$ cat config.mk
export PLATFORM = sky130hd
export DESIGN_NAME = bcd_down_timer_flat
export DESIGN_NICKNAME = d
export VERILOG_FILES = /design/src/rtl/bcd_down_timer_if.sv /design/src/rtl/bcd_down_timer.sv /design/src/flat_wrapper.sv
export SDC_FILE = /design/constraint.sdc
export NUM_CORES = 1
export LEC_CHECK = 0
export CAP_MARGIN = 10
export CORE_MARGIN = 1.5
export CORE_UTILIZATION = 39
export CTS_CLUSTER_SIZE = 24
export DETAILED_ROUTE_END_ITERATION = 10
export PLACE_DENSITY = 0.73
export SETUP_SLACK_MARGIN = 0.5
export SLEW_MARGIN = 20
export SYNTH_ARGS = -nofsm -noshare
export SYNTH_HDL_FRONTEND = slang
export SYNTH_SLANG_ARGS = --single-unit
$ cat constraint.sdc
create_clock -name clk -period 4.4 [get_ports clk]
set_clock_uncertainty 0.1 [all_clocks]
set_input_delay 0.88 -clock clk [delete_from_list [all_inputs] [get_ports clk]]
set_output_delay 0.88 -clock clk [all_outputs]
set_load 0.01 [all_outputs]
$ cat src/rtl/bcd_down_timer_if.sv
// rtl/bcd_down_timer_if.sv - control and status bundle for the BCD down timer
interface bcd_down_timer_if;
  logic       load;
  logic [7:0] din;
  logic       start;
  logic       pause;
  logic       tick;
  logic [7:0] q;
  logic       busy;
  logic       done;
  logic       err;

  modport master (
    output load, din, start, pause, tick,
    input  q, busy, done, err
  );

  modport slave (
    input  load, din, start, pause, tick,
    output q, busy, done, err
  );
endinterface

$ cat src/rtl/bcd_down_timer.sv
// rtl/bcd_down_timer.sv - two-digit packed-BCD down counter with pause and optional auto reload
module bcd_down_timer #(
  parameter bit AUTO_RELOAD = 1'b0
) (
  input  logic              clk,
  input  logic              res,
  bcd_down_timer_if.slave   bus
);

  typedef enum logic [1:0] {
    IDLE   = 2'd0,
    RUN    = 2'd1,
    PAUSED = 2'd2
  } state_t;

  state_t     state_q, state_d;
  logic [7:0] q_q, q_d;
  logic [7:0] reload_q, reload_d;
  logic       done_q, done_d;
  logic       err_q, err_d;

  // Both nibbles must be decimal digits for a preset to be accepted.
  function automatic logic bcd_ok(input logic [7:0] v);
    return (v[7:4] <= 4'd9) && (v[3:0] <= 4'd9);
  endfunction

  // Decrement a nonzero packed BCD value, borrowing from tens when ones is 0.
  function automatic logic [7:0] bcd_dec(input logic [7:0] v);
    if (v[3:0] == 4'd0) begin
      return {v[7:4] - 4'd1, 4'd9};
    end
    return {v[7:4], v[3:0] - 4'd1};
  endfunction

  // Next-state, count, reload, error and terminal-count pulse decode.
  always_comb begin
    state_d  = state_q;
    q_d      = q_q;
    reload_d = reload_q;
    done_d   = 1'b0;
    err_d    = err_q;
    case (state_q)
      IDLE: begin
        if (bus.load) begin
          if (bcd_ok(bus.din)) begin
            q_d      = bus.din;
            reload_d = bus.din;
            err_d    = 1'b0;
          end else begin
            err_d = 1'b1;
          end
        end else if (bus.start) begin
          if (q_q != 8'h00) begin
            state_d = RUN;
          end else begin
            // A held START at zero must not stretch DONE into back-to-back cycles.
            done_d = ~done_q;
          end
        end
      end
      RUN: begin
        if (bus.pause) begin
          state_d = PAUSED;
        end else if (bus.tick) begin
          if (q_q == 8'h00) begin
            // Only reachable with auto reload: the pass after terminal count restarts.
            q_d = reload_q;
          end else begin
            q_d = bcd_dec(q_q);
            if (q_q == 8'h01) begin
              done_d = 1'b1;
              if (!AUTO_RELOAD) begin
                state_d = IDLE;
              end
            end
          end
        end
      end
      PAUSED: begin
        if (bus.start && !bus.pause) begin
          state_d = RUN;
        end
      end
      default: begin
        state_d = IDLE;
      end
    endcase
  end

  // State register; reset overrides every control input.
  always_ff @(posedge clk) begin
    if (res) begin
      state_q  <= IDLE;
      q_q      <= 8'h00;
      reload_q <= 8'h00;
      done_q   <= 1'b0;
      err_q    <= 1'b0;
    end else begin
      state_q  <= state_d;
      q_q      <= q_d;
      reload_q <= reload_d;
      done_q   <= done_d;
      err_q    <= err_d;
    end
  end

  assign bus.q    = q_q;
  assign bus.busy = (state_q != IDLE);
  assign bus.done = done_q;
  assign bus.err  = err_q;

endmodule

$ cat src/flat_wrapper.sv
// flat-port wrapper written by rule: the top's interface ports become plain ports
module bcd_down_timer_flat 
#(
  parameter bit AUTO_RELOAD = 1'b0
)
  (clk, res, bus_load, bus_din, bus_start, bus_pause, bus_tick, bus_q, bus_busy, bus_done, bus_err);
  bcd_down_timer_if bus_i ();
  input  logic clk;
  input  logic res;
  input wire logic [$bits(bus_i.load)-1:0] bus_load;
  input wire logic [$bits(bus_i.din)-1:0] bus_din;
  input wire logic [$bits(bus_i.start)-1:0] bus_start;
  input wire logic [$bits(bus_i.pause)-1:0] bus_pause;
  input wire logic [$bits(bus_i.tick)-1:0] bus_tick;
  output wire logic [$bits(bus_i.q)-1:0] bus_q;
  output wire logic [$bits(bus_i.busy)-1:0] bus_busy;
  output wire logic [$bits(bus_i.done)-1:0] bus_done;
  output wire logic [$bits(bus_i.err)-1:0] bus_err;
  assign bus_i.load = bus_load;
  assign bus_i.din = bus_din;
  assign bus_i.start = bus_start;
  assign bus_i.pause = bus_pause;
  assign bus_i.tick = bus_tick;
  assign bus_q = bus_i.q;
  assign bus_busy = bus_i.busy;
  assign bus_done = bus_i.done;
  assign bus_err = bus_i.err;
  bcd_down_timer #(.AUTO_RELOAD(AUTO_RELOAD)) u_core (.clk(clk), .res(res), .bus(bus_i));
endmodule
# Word level (Yosys, flattened, before mapping)
# Cells that the tools add are included.
# totals
wordCells,71
register_bits,20
# classes
n_lt_le_gt_ge,2
bitwise,1
n_mux,31
addsub,2
eq_ne,15
reduce_logical,14
# ops
cell,n
two-way mux 8 bit,7
two-way mux 2 bit,8
one-hot mux 8 bit (2 select lines),1
two-way mux 1 bit,13
inequality test 2 bit (second input constant),5
== test 8 x 1 -> 1 bit (second input constant),1
<= comparator 4 bit (second input constant),2
logical NOT 8 bit,1
nonzero test 8 bit,1
subtractor 4 x 1 -> 4 bit (second input constant),2
AND reduction 7 bit,1
inequality test 2 x 1 -> 1 bit (second input constant),3
inequality test 3 bit (second input constant),2
one-hot mux 2 bit (3 select lines),1
AND reduction 6 bit,1
AND reduction 5 bit,1
logical NOT 4 bit,1
nonzero test 2 bit,2
inequality test 3 x 1 -> 1 bit (second input constant),1
inequality test 3 x 2 -> 1 bit (second input constant),1
AND reduction 3 bit,1
== test 2 x 1 -> 1 bit (second input constant),1
== test 2 bit (second input constant),1
logical AND 1 bit,2
other kinds (5),5

# Depth between registers and ports, before layout
# Gate-level depths: netlist of run 1.
# logic_depth
word_depth,11
ltp_mapped,6
mapped_depth_nobuf,6

# Least setup slack after synthesis of run 1
# Ideal clock, no wire load.
# synth_timing
path_type,input-to-reg
start,input port bus_din[1]
end,"register u_core.q_q[3], in the netlist u_core.bus.q[3]"
t_arrival_ns,1.723
path_buffers,0
stages,4
path_slack_ns,2.443
setup_ns,0.134
cell_sequence,o21ai_0 -> a21oi_1 -> o311ai_0 -> o31ai_1
# synth_via
elab_chain_cells,4
# synth_rtl
item,line,rtl
"start, declared",flat_wrapper.sv:11,input wire logic [$bits(bus_i.din)-1:0] bus_din;
<= comparator 4 bit,bcd_down_timer.sv:24,return (v[7:4] <= 4'd9) && (v[3:0] <= 4'd9);
logical AND 1 bit,bcd_down_timer.sv:24,
inequality test 2 x 1 -> 1 bit (no line),n/a,
AND reduction 5 bit (no line),n/a,
"end signal, assigned",bcd_down_timer.sv:100,q_q <= q_d;
"end, declared",bcd_down_timer.sv:17,"logic [7:0] q_q, q_d;"
# No other way between the ends.
# A chain may end at the register's enable or synchronous reset.

# Worst setup path in the final report of run 1
# layout_timing
start,register u_core.state_q[0]
end,output port bus_busy
# layout_via
elab_chain_cells,1
# layout_rtl
item,line,rtl
"start, declared",bcd_down_timer.sv:16,"state_t state_q, state_d;"
"start signal, assigned",bcd_down_timer.sv:99,state_q <= state_d;
nonzero test 2 bit,bcd_down_timer.sv:108,assign bus.busy = (state_q != IDLE);
"end, declared",flat_wrapper.sv:16,output wire logic [$bits(bus_i.busy)-1:0] bus_busy;
# No other way between the ends.

==> results of run 1 <==
-- flip-flops by register name, indices dropped and copies added, names as in the netlist --
| signal | cells |
|---|---|
| u_core.bus.done | 1 |
| u_core.state_q | 2 |
| u_core.bus.err | 1 |
| u_core.reload_q | 8 |
| u_core.bus.q | 8 |
-- worst paths after layout --
kind	slack [ns]	cells past startpoint	start	endpoint
worst max-delay path	1.81	2	u_core.state_q[0]$_SDFFE_PP0P_	bus_busy
worst min-delay path	0.41	2	u_core.reload_q[3]$_SDFFE_PP0P_	u_core.reload_q[3]$_SDFFE_PP0P_
worst max register to register	2.23	6	u_core.bus.q[4]$_SDFFE_PP0P_	u_core.bus.q[4]$_SDFFE_PP0P_
worst min register to register	0.41	2	u_core.reload_q[3]$_SDFFE_PP0P_	u_core.reload_q[3]$_SDFFE_PP0P_
-- cell type report --
cell class | count | area share
repair buffers | 24 | 0.166
clock buffers | 3 | 0.0156
clock inverters | 1 | 0.0208
inverters | 5 | 0.0130
multi-input cells | 104 | 0.480
flip-flops and latches | 20 | 0.277
well taps | 31 | 0.0269
-- per-stage QoR --
step | utilization | instances | hold slack [ns] | setup WS [ns] | area (um2)
2_1_floorplan | - | 135 | 0.358 | 2.44 | 1150
3_3_place_gp | 0.500 | 184 | 0.380 | 1.71 | 1390
3_5_place_dp | 0.500 | 184 | 0.391 | 1.59 | 1390
4_1_cts | 0.519 | 188 | 0.422 | 1.83 | 1440
5_1_grt | 0.519 | 188 | 0.449 | 1.75 | 1440
6_report | 0.519 | 188 | 0.410 | 1.81 | 1440
-- kinds of logic (layout without fill, tap and decap cells) --
group,Yosys count,count (layout),synth area share
AOI/OAI and AO/OA,40,40,0.239
adders and majority gates,1,1,0.0109
buffers and inverters,11,33,0.0479
DFF,20,20,0.349
muxes,10,10,0.0882
and+or+nand+nor,53,53,0.266
-- Yosys cell counts, drive strengths merged (2+ instances only) --
cell type   n  area, um2
a311oi      4       35.0
or2b        2       15.0
a32o        2       21.3
mux2i       9       90.1
nand4       2       12.5
nor3b       2       25.0
a21oi       7       35.0
a22oi       4       30.0
nor3        4       20.0
nand3b      2       15.0
nor2       17       71.3
o21ai       9       45.0
dfxtp      20        400
a31oi       5       31.3
clkbuf      2       7.51
nand2       6       25.0
buf         4       28.8
nand2b      4       25.0
nor2b       2       15.0
inv         5       18.8
nand3       4       20.0
nor4        4       25.0
-- worst reg2reg max path, stage by stage (launching register included) --
cell      delay, ns
dfxtp_1        0.38
inv_1          0.09
ha_1           0.23
nor3b_2        0.56
mux2_1         0.39
a22oi_1        0.16
a311oi_1       0.13
-- power by group through the flow --
stage                     combinational (mW)  clock, mW  sequential [mW]
after global placement                 0.228          0            0.236
final                                  0.233      0.157            0.235
after detailed placement               0.230          0            0.238
after CTS                              0.233      0.157            0.234
after floorplan                        0.162          0            0.231
after global routing                   0.257      0.163            0.239
-- metal layers --
metal  wire length [um]  vias to the layer above
li1                   -                      554
met1               1260                      528
met2               1370                       48
met4                 28                        0
met3                229                        4
met5                  0                        -
==> results.json, run 1 <==
{
  "slew_viol_final": 0,
  "setup.worst_path.class": "flip-flop to output pin",
  "synth_area_mm2": 0.00115,
  "start_util": 0.413,
  "drive_gt1_frac": 0.0892,
  "dr.pass1.iters": 4,
  "fin_crit_sh": 0.588,
  "critPathLaunchType": "flip-flop",
  "path_buf_inv": 1,
  "viasPerCell": 6.03,
  "fmax_mhz": 386,
  "hold_violations": 0,
  "wl_mm": 2.89,
  "cap_violations": 0,
  "rsz0062_at_grt": "no",
  "synthArstFlopShare": 0,
  "clock_sinks": 20,
  "drt_iter0_drc": 57,
  "drc_errors": 0,
  "cp_cell_sequence": "or2_2 > clkdlybuf4s50_1",
  "num-nets-final": 173,
  "cpLargestDelayFamily": "flip-flops",
  "p_switching_mw": 0.218,
  "arrival_ns": 1.61,
  "ant_nets": 0,
  "avgSynthCellArea_um2": 8.51,
  "power_density_mw_per_mm2": 433,
  "hold_buffers": 0,
  "grt_start_max_net_pins": 18,
  "globalRoute.totalOverflow": 0,
  "port_buffers": 24,
  "postSynthNetCount": 150,
  "p_int_mw": 0.407,
  "globalRouteMet1Util": 0.239,
  "core_mm2": 0.00278,
  "wire_per_inst_um": 15.4,
  "root_buffer": "clkbuf_4",
  "post_synth_num_cell_types": 43,
  "met3_usage": 0.0522,
  "setup_tns_ns": 0,
  "crit_slowest_cell": "dfxtp_1",
  "post-cts-setup-buffer-count": 0,
  "vias": 1134,
  "num_io_pins": 25,
  "core.rowCount": 19,
  "synth-main-ff-cell": "dfxtp_1",
  "hp-class": "flip-flop to flip-flop",
  "met2_usage": 0.310,
  "mostFrequentLayoutCell": "clkdlybuf4s50_1",
  "tritoncts": "done",
  "power_frac_comb": 0.373,
  "die_y_um": 57.3,
  "area_growth_pct": 25.7,
  "multiInputGateArea_um2": 693,
  "yosysSeqAreaShare": 0.349,
  "track_usage": 0.185,
  "slew_headroom": 0.560,
  "layout_common_cells": "clkdlybuf4s50_1 (24), dfxtp_1 (20), nor2_1 (16), o21ai_0 (9), mux2i_1 (9)",
  "cts-htree-levels": 1,
  "dieArea_mm2": 0.00328,
  "synth-edff-count": 0,
  "antenna_found_initial": 0,
  "yosys_warnings": 0,
  "die_w_um": 57.3,
  "path_max_fanout": 12,
  "endpoint_kind": "output pin",
  "register_area_um2": 400,
  "grt-busiest-layer": "met2",
  "cts_made_buffers": 3,
  "fin_crit_ns": 2.59,
  "place.gp.congestion": 0.885,
  "slowest_delay_ns": 0.58,
  "cts_resized": 0,
  "p_total_mw": 0.625,
  "ys_ff_latch": 20,
  "clk_pin_slew_worst_paths_ns": 0.13,
  "status": "finished clean",
  "cp.required_ns": 3.42,
  "grt_pass1_vias": 1059,
  "n_fill_cell": 275,
  "clk_latency_ns": 0.32,
  "ir_drop_mv": 0.498,
  "n_antenna_cell": 0,
  "dpl.hpwl_mm": 2.08,
  "seqPwrFrac": 0.376,
  "clkPwrFrac": 0.251,
  "worstMarginPinSlew_ns": 0.655,
  "setup_viol": 0,
  "switching_share": 0.348,
  "synth_cells": 135,
  "p_leak_nw": 0.567,
  "grt_pass1_wl_mm": 4.77,
  "cts_max_path_buffers": 2
}
No activity file was read; power rests on OpenSTA's default activity.
==> inputs of run 2 (changes only) <==
--- a/config.mk
+++ b/config.mk
@@ -10,7 +10,7 @@
 export CORE_UTILIZATION = 39
 export CTS_CLUSTER_SIZE = 24
 export DETAILED_ROUTE_END_ITERATION = 10
-export PLACE_DENSITY = 0.73
+export PLACE_DENSITY = 0.76
 export SETUP_SLACK_MARGIN = 0.5
 export SLEW_MARGIN = 20
 export SYNTH_ARGS = -nofsm -noshare
==> constraint.sdc (replaced) <==
create_clock -name clk -period 2.15 [get_ports clk]
set_clock_uncertainty 0.1 [all_clocks]
set_input_delay 0.43 -clock clk [delete_from_list [all_inputs] [get_ports clk]]
set_output_delay 0.43 -clock clk [all_outputs]
set_load 0.01 [all_outputs]
==> run 2 against run 1 <==
  * Power grew to 2.5 times the previous value
  * Global-route usage is 3.6 points higher
  * Critical path type is now flip-flop to flip-flop
  * Register-to-register slack got worse by 1.8 ns
  * Highest routed layer unchanged
  * Sequential cell count unchanged
  * Critical endpoint is now u_core.bus.q[3]$_SDFFE_PP0P_
  * Worst hold slack gained 0.0068 ns
  * Final cell count increased by 13%
  * Combinational power increased to 3.4 times the previous value
  * Largest power group is now combinational logic
  * Via count rose by 14%
==> results.json, run 2 (synthesis gave the netlist of run 1 again) <==
{
  "timing.final.ws_setup_ns": 0.467,
  "post-place-ws_ns": -0.0476,
  "num_io_pins": 25,
  "rrSetupSlack_ns": 0.47,
  "cts_made_buffers": 3,
  "dr.pass1.iters": 4,
  "fmax_mhz": 594,
  "area_growth_pct": 60.1,
  "endpoint_kind": "flip-flop",
  "track_usage": 0.221,
  "hold_violations": 0,
  "mostFrequentLayoutCell": "buf_4",
  "cts_max_path_buffers": 2,
  "cts-htree-levels": 1,
  "critPathLaunchType": "flip-flop",
  "core_mm2": 0.00278,
  "ir_drop_mv": 0.589,
  "wl_mm": 3.78,
  "vias": 1289,
  "path_max_fanout": 4,
  "core.rowCount": 19,
  "tritoncts": "done",
  "drive_gt1_frac": 0.398,
  "grt_pass1_vias": 1172,
  "p_leak_nw": 0.801,
  "grt_start_max_net_pins": 17,
  "port_buffers": 24,
  "place.gp.congestion": 0.831,
  "clk_latency_ns": 0.33,
  "cap_violations": 0,
  "n_antenna_cell": 0,
  "dpl.hpwl_mm": 2.15,
  "hp-start": "u_core.reload_q[5]$_SDFFE_PP0P_",
  "routed.top_layer": "met4",
  "slew_headroom": 0.754,
  "drt_iter0_drc": 48,
  "hold_depth": 2,
  "die_y_um": 57.3,
  "fin_crit_ns": 1.68,
  "rr_startpoint": "u_core.bus.q[4]$_SDFFE_PP0P_",
  "hold_buffers": 0,
  "ant_nets": 0,
  "clock_sinks": 20,
  "fin_crit_sh": 0.783,
  "status": "finished clean",
  "start_util": 0.413,
  "wire_per_inst_um": 17.8,
  "slew_viol_final": 0,
  "root_buffer": "clkbuf_4",
  "drc_errors": 0,
  "hp-class": "flip-flop to flip-flop",
  "r2r_cells": 7,
  "power_density_mw_per_mm2": 862,
  "layout_common_cells": "buf_4 (19), nor2_1 (15), clkdlybuf4s50_1 (12), dfxtp_1 (10), dfxtp_4 (10)",
  "rsz0062_at_grt": "yes",
  "worstMarginPinSlew_ns": 0.367,
  "cp.required_ns": 2.27,
  "grt_pass1_wl_mm": 5.57,
  "worst_hold_path.endpoint": "u_core.reload_q[5]$_SDFFE_PP0P_",
  "holdWs_ns": 0.416,
  "dp.cells": 190,
  "wl_met3_um": 181,
  "die_w_um": 57.3,
  "setup.worst_path.class": "flip-flop to flip-flop",
  "arrival_ns": 1.81,
  "fin_util": 0.661,
  "dr_wl_met2_mm": 1.90,
  "num-nets-final": 197,
  "dieArea_mm2": 0.00328,
  "viasPerCell": 6.08,
  "antenna_found_initial": 0,
  "clk_pin_slew_worst_paths_ns": 0.13,
  "drt-met1-wl_mm": 1.57,
  "fin_cells": 212,
  "globalRoute.totalOverflow": 0,
  "setup_viol": 0,
  "worstReg2RegEnd": "u_core.bus.q[3]$_SDFFE_PP0P_"
}
==> run 2: cell types whose count changed in the layout (fill, tap and decap cells not counted), moves of 5 or more <==
cell and change:
buf_6 +5, o21ai_0 -5, dfxtp_4 +10, buf_4 +19, dfxtp_1 -10, dlygate4sd2_1 +9, clkdlybuf4s50_1 -12
==> run 2: repair_timing <==
action / CTS / global route
setup buffers: 10 / 8
gates resized for setup: 43 / 31
endpoints found under the setup margin: 26 / 19
pin swaps: 1 / 14
==> run 2: how the worst max path moves through the flow <==
stage	from	cells after the start	slack [ns]	to
after floorplan	u_core.bus.q[5]$_SDFFE_PP0P_	6	0.52	u_core.bus.q[4]$_SDFFE_PP0P_
final	u_core.bus.q[4]$_SDFFE_PP0P_	7	0.47	u_core.bus.q[3]$_SDFFE_PP0P_
after detailed placement	bus_din[1]	5	-0.05	u_core.bus.q[3]$_SDFFE_PP0P_
after global routing	u_core.bus.q[4]$_SDFFE_PP0P_	7	0.38	u_core.bus.q[3]$_SDFFE_PP0P_
after global placement	bus_load	5	0.09	u_core.bus.q[3]$_SDFFE_PP0P_
after CTS	u_core.bus.q[0]$_SDFFE_PP0P_	1	0.37	bus_q[0]
==> run 2: where the power goes <==
group	internal, mW	switching [mW]	total, mW	leakage (nW)
clock network	0.189	0.134	0.323	0.0279
registers	0.422	0.0463	0.468	0.171
logic	0.403	0.390	0.793	0.603
total	1.01	0.571	1.59	0.801
==> run 2: metal layers <==
| metal | GRT usage | vias up |
|---|---|---|
| li1 | - | 608 |
| met1 | 0.282 | 626 |
| met2 | 0.373 | 44 |
| met3 | 0.0227 | 11 |
| met4 | 0.110 | 0 |
| met5 | 0 | - |
==> run 2: worst max-delay path, stage by stage, from the launching register on <==
cell and delay, ns:
dfxtp_4 0.38, inv_4 0.06, ha_4 0.13, nor3b_4 0.29
buf_4 0.18, or2b_1 0.24, a22oi_2 0.13, o31ai_1 0.07
==> run 2: layout make-up <==
type                    instances  area, um2
clock buffers                   3       22.5
well taps                      31       38.8
clock inverters                 1       30.0
repair buffers                 48        438
fillers                       214        942
multi-input cells             104        851
inverters                       5       21.3
flip-flops and latches         20        438
==> run 2: through the flow <==
step / power (mW) / cell area (um2) / setup TNS (ns)
3_3_place_gp: 1.01 / 1460 / 0
3_5_place_dp: 1.02 / 1460 / -0.0476
6_report: 1.59 / 1840 / 0
4_1_cts: 1.44 / 1660 / 0
2_1_floorplan: 0.834 / 1180 / 0
5_1_grt: 1.65 / 1840 / 0
==> inputs of run 3 (changes only) <==
--- a/config.mk
+++ b/config.mk
@@ -10,7 +10,7 @@
 export CORE_UTILIZATION = 39
 export CTS_CLUSTER_SIZE = 24
 export DETAILED_ROUTE_END_ITERATION = 10
-export PLACE_DENSITY = 0.76
+export PLACE_DENSITY = 0.73
 export SETUP_SLACK_MARGIN = 0.5
 export SLEW_MARGIN = 20
 export SYNTH_ARGS = -nofsm -noshare
==> constraint.sdc (replaced) <==
create_clock -name clk -period 1.6 [get_ports clk]
set_clock_uncertainty 0.1 [all_clocks]
set_input_delay 0.32 -clock clk [delete_from_list [all_inputs] [get_ports clk]]
set_output_delay 0.32 -clock clk [all_outputs]
set_load 0.01 [all_outputs]
==> run 3 against run 2 <==
  * The run now ends with setup timing left
  * Register-to-register slack worse by 0.57 ns
  * Die area unchanged
  * Wire length is 7.0% higher
  * Power grew 35%
==> results.json, run 3 (synthesis gave the netlist of run 1 again) <==
{
  "status": "finished with violations",
  "violations": "setup timing",
  "crit_slowest_cell": "dfxtp_2",
  "mostFrequentLayoutCell": "buf_4",
  "n_antenna_cell": 0,
  "core_mm2": 0.00278,
  "antenna_found_initial": 0,
  "arrival_ns": 1.81,
  "viasPerCell": 5.93,
  "start_util": 0.413,
  "hold_buffers": 0,
  "fin_crit_sh": 1.07,
  "power_density_mw_per_mm2": 1070,
  "track_usage": 0.263,
  "n_fill_cell": 203,
  "slew_headroom": 0.715,
  "die_w_um": 57.3,
  "cts_max_path_buffers": 2,
  "layout_common_cells": "buf_4 (33), buf_6 (24), nor2_1 (16), clkdlybuf4s50_1 (12)",
  "die_y_um": 57.3,
  "drt_iter0_drc": 58,
  "worstMarginPinSlew_ns": 0.425,
  "fin_util": 0.721,
  "tritoncts": "done",
  "wire_per_inst_um": 17.2,
  "clk_latency_ns": 0.31,
  "globalRoute.totalOverflow": 0,
  "ir_drop_mv": 0.763,
  "cts-htree-levels": 1,
  "dr.pass1.iters": 4,
  "num_io_pins": 25,
  "setup_tns_ns": -0.498,
  "fmax_mhz": 586,
  "register_area_um2": 428,
  "p_switching_mw": 0.799,
  "drc_errors": 0,
  "cts_made_buffers": 3,
  "post-place-ws_ns": -0.349,
  "setup_viol": 8,
  "port_buffers": 24,
  "path_max_fanout": 3,
  "power_frac_comb": 0.582,
  "hold_violations": 0,
  "clock_sinks": 20,
  "clkPwrFrac": 0.123,
  "drive_gt1_frac": 0.505,
  "p_leak_nw": 0.864,
  "dpl.hpwl_mm": 2.61,
  "p_total_mw": 2.14,
  "wl_mm": 4.05,
  "p_int_mw": 1.34,
  "timing.final.ws_setup_ns": -0.107,
  "cap_violations": 0,
  "core.rowCount": 19,
  "slowest_delay_ns": 0.36,
  "num-nets-final": 220,
  "seqPwrFrac": 0.295,
  "rsz0062_at_grt": "yes",
  "area_growth_pct": 74.6,
  "root_buffer": "clkbuf_4",
  "place.gp.congestion": 0.812,
  "holdWs_ns": 0.406,
  "fin_crit_ns": 1.71,
  "endpoint_kind": "flip-flop",
  "clk_pin_slew_worst_paths_ns": 0.12,
  "hp-class": "flip-flop to flip-flop",
  "slew_viol_final": 0,
  "grt_pass1_wl_mm": 6.61,
  "dieArea_mm2": 0.00328,
  "critPathLaunchType": "flip-flop",
  "grt_pass1_vias": 1396,
  "switching_share": 0.373,
  "multiInputGateArea_um2": 836,
  "setup.worst_path.class": "flip-flop to flip-flop",
  "cp_cell_sequence": "inv_2 > ha_4 > nor3b_4 > buf_6 > buf_4 > buf_6 > nand3_2 > nand3_2 > a32o_2",
  "cp.required_ns": 1.70,
  "grt_start_max_net_pins": 17,
  "vias": 1394,
  "ant_nets": 0
}
[run 3: cell types whose count changed in the layout (fill, tap and decap cells not counted), moves of 2 or more]
cell,before,now
dlymetal6s2s_1,2,0
dlygate4sd2_1,9,1
buf_6,5,24
dfxtp_2,0,7
o21ai_0,4,6
dfxtp_4,10,5
a22oi_1,2,4
a22oi_2,2,0
buf_4,19,33
dfxtp_1,10,8
[run 3: worst paths after layout]
| kind | from | endpoint | slack (ns) | cells past startpoint |
|---|---|---|---|---|
| worst max-delay path | u_core.bus.q[4]$_SDFFE_PP0P_ | u_core.bus.q[1]$_SDFFE_PP0P_ | -0.11 | 9 |
| worst min-delay path | u_core.reload_q[3]$_SDFFE_PP0P_ | u_core.reload_q[3]$_SDFFE_PP0P_ | 0.41 | 2 |
| worst max register to register | u_core.bus.q[4]$_SDFFE_PP0P_ | u_core.bus.q[1]$_SDFFE_PP0P_ | -0.11 | 9 |
| worst min register to register | u_core.reload_q[3]$_SDFFE_PP0P_ | u_core.reload_q[3]$_SDFFE_PP0P_ | 0.41 | 2 |
[run 3: layout make-up]
type	count	area share
multi-input cells	104	0.417
clock buffers	4	0.0131
inverters	5	0.00936
repair buffers	71	0.328
flip-flops and latches	20	0.213
well taps	31	0.0193
[run 3: per-stage QoR]
| step | instances | instance area (um2) |
|---|---|---|
| CTS | 234 | 1950 |
| floorplan | 135 | 1220 |
| finish | 235 | 2010 |
| detailed placement | 218 | 1710 |
| global placement | 218 | 1710 |
| global route | 235 | 2010 |
[run 3: what timing repair did]
action | CTS | global route
pin swaps | 14 | 10
endpoints found under the setup margin | 31 | 31
setup buffers | 12 | 1
gates resized for setup | 87 | 12
[run 3: layer usage]
| layer | vias up | GRT usage | part of all wire |
|---|---|---|---|
| li1 | 652 | - | - |
| met1 | 667 | 0.319 | 0.40 |
| met2 | 57 | 0.424 | 0.48 |
| met3 | 18 | 0.0363 | 0.053 |
| met4 | 0 | 0.193 | 0.058 |
| met5 | - | 0 | 0 |
[run 3: power by group through the flow]
stage	registers (mW)	clock network [mW]	logic [mW]
2_1_floorplan	0.650	0	0.508
3_3_place_gp	0.626	0	0.922
3_5_place_dp	0.630	0	0.943
4_1_cts	0.628	0.277	1.12
5_1_grt	0.636	0.287	1.33
6_report	0.631	0.264	1.24
[run 3: critical path: cells and delay by family (launching register included)]
kind | cells | cell delay (ns)
AOI/OAI and AO/OA | 1 | 0.25
adders and majority gates | 1 | 0.15
buffers and inverters | 4 | 0.41
DFF | 1 | 0.36
and+or+nand+nor | 3 | 0.32
